[config.mk]
export PLATFORM = sky130hd
export DESIGN_NAME = aes_ctr_feeder
export DESIGN_NICKNAME = d
export VERILOG_FILES = /design/src/rtl/aes_ctr_feeder.sv
export SDC_FILE = /design/constraint.sdc
export NUM_CORES = 1
export LEC_CHECK = 0
export ABC_AREA = 0
export CAP_MARGIN = 10
export CELL_PAD_IN_SITES_DETAIL_PLACEMENT = 1
export CELL_PAD_IN_SITES_GLOBAL_PLACEMENT = 1
export CORE_AREA = 2 2 315 317
export CTS_BUF_LIST = sky130_fd_sc_hd__clkbuf_16
export CTS_CLUSTER_DIAMETER = 50
export DETAILED_ROUTE_END_ITERATION = 10
export DIE_AREA = 0 0 317 319
export DONT_BUFFER_PORTS = 1
export PLACE_DENSITY = 0.5
export RECOVER_POWER = 100
export SLEW_MARGIN = 5
export SYNTH_ARGS = -nofsm -noshare
export SYNTH_HDL_FRONTEND = slang
export SYNTH_SLANG_ARGS = --single-unit
[constraint.sdc]
create_clock -name clk_i -period 2.07 [get_ports clk_i]
set_input_delay 0.414 -clock clk_i [delete_from_list [all_inputs] [get_ports clk_i]]
set_output_delay 0.414 -clock clk_i [all_outputs]
set_load 0.01 [all_outputs]
[src/rtl/aes_ctr_feeder.sv]
// Counter-mode feeder for the AES-256 core. It issues one counter block per
// cycle and tracks the core's fixed latency so downstream logic knows which OUT words are valid.
module aes_ctr_feeder #(
  parameter int CORE_LAT = 16,
  parameter int CTR_W    = 32,
  parameter int CNT_W    = 32
) (
  input  logic             clk_i,
  input  logic             rst_i,
  input  logic             load_i,
  input  logic [127:0]     iv_i,
  input  logic [255:0]     key_in_i,
  input  logic [CNT_W-1:0] nblk_i,
  input  logic             stall_i,
  output logic [127:0]     state_o,
  output logic [255:0]     key_o,
  output logic             state_vld_o,
  output logic             out_vld_o,
  output logic             busy_o,
  output logic             done_o
);

  typedef enum logic [1:0] {
    IDLE,
    RUN,
    DRAIN
  } fsm_e;

  localparam logic [CTR_W-1:0] CTR_ONE = CTR_W'(1);
  localparam logic [CNT_W-1:0] CNT_ONE = CNT_W'(1);

  fsm_e                fsm_q, fsm_d;
  logic [127:0]        ctr_q, ctr_d;
  logic [127:0]        blk_q, blk_d;
  logic [255:0]        key_q, key_d;
  logic [CNT_W-1:0]    rem_q, rem_d;
  logic                svld_q, svld_d;
  logic [CORE_LAT-1:0] sr_q, sr_d;
  logic                busy_q, busy_d;
  logic                done_q, done_d;

  // Each issued block's valid bit moves through this shift register, matching the core pipeline.
  if (CORE_LAT == 1) begin : g_sr_one
    assign sr_d = svld_q;
  end else begin : g_sr_many
    assign sr_d = {sr_q[CORE_LAT-2:0], svld_q};
  end

  // NOTE: every signal written here gets a default first, so no latch can be inferred.
  always_comb begin
    fsm_d  = fsm_q;
    ctr_d  = ctr_q;
    blk_d  = blk_q;
    key_d  = key_q;
    rem_d  = rem_q;
    svld_d = 1'b0;
    done_d = 1'b0;
    unique case (fsm_q)
      IDLE: begin
        if (load_i) begin
          ctr_d = iv_i;
          key_d = key_in_i;
          rem_d = nblk_i;
          fsm_d = (nblk_i != '0) ? RUN : DRAIN;
        end
      end
      RUN: begin
        if (!stall_i && rem_q != '0) begin
          blk_d  = ctr_q;
          svld_d = 1'b1;
          // Only the low counter field increments; a wrap does not carry into the nonce.
          ctr_d[CTR_W-1:0] = ctr_q[CTR_W-1:0] + CTR_ONE;
          rem_d  = rem_q - CNT_ONE;
          if (rem_q == CNT_ONE) fsm_d = DRAIN;
        end
      end
      DRAIN: begin
        // The job finishes on the edge that clears the last in-flight valid bit.
        // DONE is then high in the cycle right after the final OUT_VLD.
        if (!svld_q && sr_d == '0) begin
          done_d = 1'b1;
          fsm_d  = IDLE;
        end
      end
      default: fsm_d = IDLE;
    endcase
    busy_d = (fsm_d != IDLE) || done_d;
  end

  // NOTE: sequential state uses non-blocking assignments only, so every register samples pre-edge values.
  always_ff @(posedge clk_i) begin
    if (rst_i) begin
      fsm_q  <= IDLE;
      ctr_q  <= '0;
      blk_q  <= '0;
      key_q  <= '0;
      rem_q  <= '0;
      svld_q <= 1'b0;
      sr_q   <= '0;
      busy_q <= 1'b0;
      done_q <= 1'b0;
    end else begin
      fsm_q  <= fsm_d;
      ctr_q  <= ctr_d;
      blk_q  <= blk_d;
      key_q  <= key_d;
      rem_q  <= rem_d;
      svld_q <= svld_d;
      sr_q   <= sr_d;
      busy_q <= busy_d;
      done_q <= done_d;
    end
  end

  assign state_o     = blk_q;
  assign key_o       = key_q;
  assign state_vld_o = svld_q;
  assign out_vld_o   = sr_q[CORE_LAT-1];
  assign busy_o      = busy_q;
  assign done_o      = done_q;

endmodule

==> qor.yml <==
run_status:
  status: "complete, but fails checks"
  violations: "hold timing, setup timing"
sta:
  hold_slack_ns: -0.0838
  finalWorstSetupSlack_ns: -0.0899
  tightest_slew_ns: 1.17
  slew_violations: 0
  finalCritPeriodShare_pct: 104
  finalSetupTns_ns: -2.26
  fin_crit_ns: 2.16
  fin_skew_ns: 0.0309
  rsz0062_at_grt: "true"
  hold_viol: 34
  maxSlewHeadroom_pct: 21.8
  setup_viol: 67
  max_freq_mhz: 463
synthesis:
  synth_flop_cell: "dfxtp_1"
  synth_cell_types: 63
  avgSynthCellArea_sq_um: 7.81
  yosys_warnings: 0
  synth_edf_count: 0
  synth_seq_cells: 565
  syn_nets: 3175
  synth-async-reset-ratio_pct: 0
  syn-cell-area_sq_um: 21500
  netlist_instances: 2751
  ys_seq_area_share_pct: 52.6
finish:
  syn_to_final_growth_pct: 43.2
  finalNonFillerCells: 4464
  drive_gt1_share_pct: 12.5
  layout.nets: 3528
clocking:
  cts_tree: "yes"
  insertion_delay_ns: 0.65
  clkSlewWorstSetupHoldPaths_ns: 0.05
  clock-sinks: 565
  cts_root_buffer: "clkbuf_16"
  cts-htree-levels: 3
  cts_buffers: 88
  cts.path.max_buffers: 3
critical_path:
  start_kind: "register"
  crit_fanout: 5
  reg2reg_from: "rem_q[29]$_SDFFE_PP0P_"
  cp.arrival_ns: 2.62
  r2r_setup_slack_ns: -0.09
  cp-startpoint: "rem_q[29]$_SDFFE_PP0P_"
  r2r_end: "ctr_q[30]$_SDFFE_PP0P_"
  crit_path_end_kind: "register"
  critical_path_class: "reg -> reg"
  worst-r2r-cell-count: 8
  cp.required_ns: 2.53
routing:
  via_per_inst: 4.80
  wl_um: 99300
  vias: 21400
  wl_per_cell_um: 22.2
  firstDrtPassIters: 5
  drc_errors: 0
  ant_nets: 0
  drt-initial-drc-count: 1235
floorplan:
  start_util_pct: 22.0
  ioPinCount: 808
  die_area_sq_um: 101000
  die_h_um: 319
  rows: 115
  die_x_um: 317
  core_area_sq_um: 97700
global_route:
  grtUsageMet2_pct: 31.9
  grt-busiest-layer: "met2"
  antenna_found_initial: 10
  grt_use_met3_pct: 5.57
  grt_pass1_wl_um: 142000
  grtUsageMet1_pct: 20.5
  grt_max_degree: 564
  grt_pass1_vias: 22400
  track_usage_pct: 18.2
  overflow: 0
power:
  peakVddDrop_mv: 0.546
  power.leakage_nw: 11.3
  power-per-cell-area_nw_per_um2: 1030
  total_power_mw: 31.8
place:
  place.gp.congestion: 0.921
  dp_cells: 3941
  port_buffers: 0
  hpwl_um: 65500
hold_path:
  hold_path.class: "in -> reg"
  hold_start: "key_in_i[0]"
  hold_depth: 2
  min_to: "key_o[0]$_SDFFE_PP0P_"
run:
  maxCapViolations: 0
layer usage:
metal | wire length (um) | part of all wire, %
met5 | 68 | 0.068
met3 | 7310 | 7.4
met4 | 3290 | 3.3
met2 | 50100 | 50
met1 | 38600 | 39
stage by stage:
stage / utilization, % / setup slack, ns / hold slack, ns / cell area (sq um)
final: 31.5 / -0.0899 / -0.0838 / 30800
after global routing: 31.5 / -0.135 / -0.149 / 30800
after CTS: 30.6 / -0.0346 / -0.174 / 29900
after detailed placement: 24.0 / -0.120 / 0.447 / 23500
after global placement: 24.0 / -0.0880 / 0.436 / 23500
after floorplan: - / 0.0744 / 0.432 / 21500
flip-flops by register name, indices dropped and copies added, names as in the netlist, 2 cells and up:
signal	count
key_o	256
ctr_q	128
state_o	128
rem_q	32
sr_q	16
fsm_q	2
worst max-delay path, stage by stage, from the launching register on:
cell and delay (ns):
dfxtp_2 0.32, or4_4 0.54, nand4b_4 0.21, o21a_4 0.28
buf_6 0.13, nor2_4 0.14, buf_12 0.15, buf_12 0.12
o32ai_1 0.09
power breakdown:
group | total, mW | switching [mW] | internal (mW) | leakage (nW)
combinational | 4.26 | 2.35 | 1.91 | 5.19
clock | 15.2 | 5.66 | 9.55 | 1.49
sequential | 12.3 | 0.788 | 11.5 | 4.62
logic make-up (layout without fill, tap and decap cells):
kind of cell | count (synthesis) | after routing | share of synthesized area (%)
AND/OR/NAND/NOR | 1251 | 1251 | 24.1
AO/OA/AOI/OAI | 698 | 698 | 18.5
flip-flops | 565 | 565 | 52.6
buffers and inverters | 232 | 656 | 4.47
adder cells (fa/ha/maj) | 4 | 4 | 0.233
multiplexers | 1 | 1 | 0.0466
other | 0 | 2 | 0
cell type report:
cell class	instances	area [sq um]
multi-input combinational	1954	9640
sequential	565	11300
fill	11400	66900
antenna	2	5.00
inverter	8	30.0
clock inverter	73	792
clock buffer	88	2200
tap	1287	1610
timing repair buffer	487	5170
Yosys cell counts, drive strengths merged, types with 3 or more instances:
master	number	share of area (%)
o32ai	39	1.6
a221oi	9	0.37
dfxtp	565	53
a32oi	6	0.24
nand3	15	0.35
nand2b	3	0.087
a32o	11	0.51
a21oi	545	13
and2	5	0.15
inv	8	0.14
a31o	6	0.24
nor2b	20	0.58
a2bb2oi	4	0.16
nor3b	6	0.23
clkbuf	173	3.0
o22ai	17	0.50
nor2	44	0.78
nor3	28	0.65
o21ai	6	0.19
o31a	8	0.33
nand2	1043	18
buf	51	1.3
and3	10	0.29
or3	4	0.12
or4	10	0.35
a22oi	22	0.77
nand3b	3	0.10
nor4	34	1.2
a31oi	6	0.17
ha	4	0.23
nand4	18	0.55
a41oi	3	0.12
how the worst max path moves through the flow:
stage | to | cells after the start
2_1_floorplan | rem_q[20]$_SDFFE_PP0P_ | 7
3_3_place_gp | fsm_q[0]$_SDFF_PP0_ | 7
3_5_place_dp | rem_q[7]$_SDFFE_PP0P_ | 9
4_1_cts | rem_q[29]$_SDFFE_PP0P_ | 7
5_1_grt | ctr_q[30]$_SDFFE_PP0P_ | 8
6_report | ctr_q[30]$_SDFFE_PP0P_ | 8
layout by cell type (no fill, tap or decap), types with 7 or more instances in the layout:
| master | count |
|---|---|
| nand2_1 | 1025 |
| dfxtp_1 | 560 |
| a21oi_1 | 528 |
| dlygate4sd3_1 | 322 |
| clkbuf_16 | 100 |
| buf_4 | 91 |
| nor2_1 | 42 |
| o32ai_1 | 34 |
| nor3_1 | 24 |
| buf_12 | 24 |
| nor4_1 | 22 |
| a22oi_1 | 21 |
| nor2b_1 | 19 |
| nand4_1 | 17 |
| a21oi_2 | 17 |
| inv_1 | 16 |
| nand3_1 | 15 |
| bufinv_16 | 14 |
| nand2_2 | 13 |
| buf_6 | 13 |
| inv_6 | 12 |
| clkinv_1 | 12 |
| a32o_1 | 11 |
| and3_1 | 9 |
| o22ai_1 | 9 |
| clkinv_4 | 9 |
| clkbuf_2 | 9 |
| o31a_1 | 8 |
| or4_1 | 8 |
| clkinv_2 | 8 |
| buf_16 | 8 |
| nor4_2 | 7 |
| a221oi_1 | 7 |
| o22ai_2 | 7 |
what timing repair did:
action	in CTS	in global routing
pin swaps	5	18
gates resized for setup	19	98
gates cloned	6	20
buffers inserted	5	7
hold buffers	318	4
hold endpoints to repair	532	241
endpoints found under the setup margin	157	194
Power figures use the tool's default switching activity.
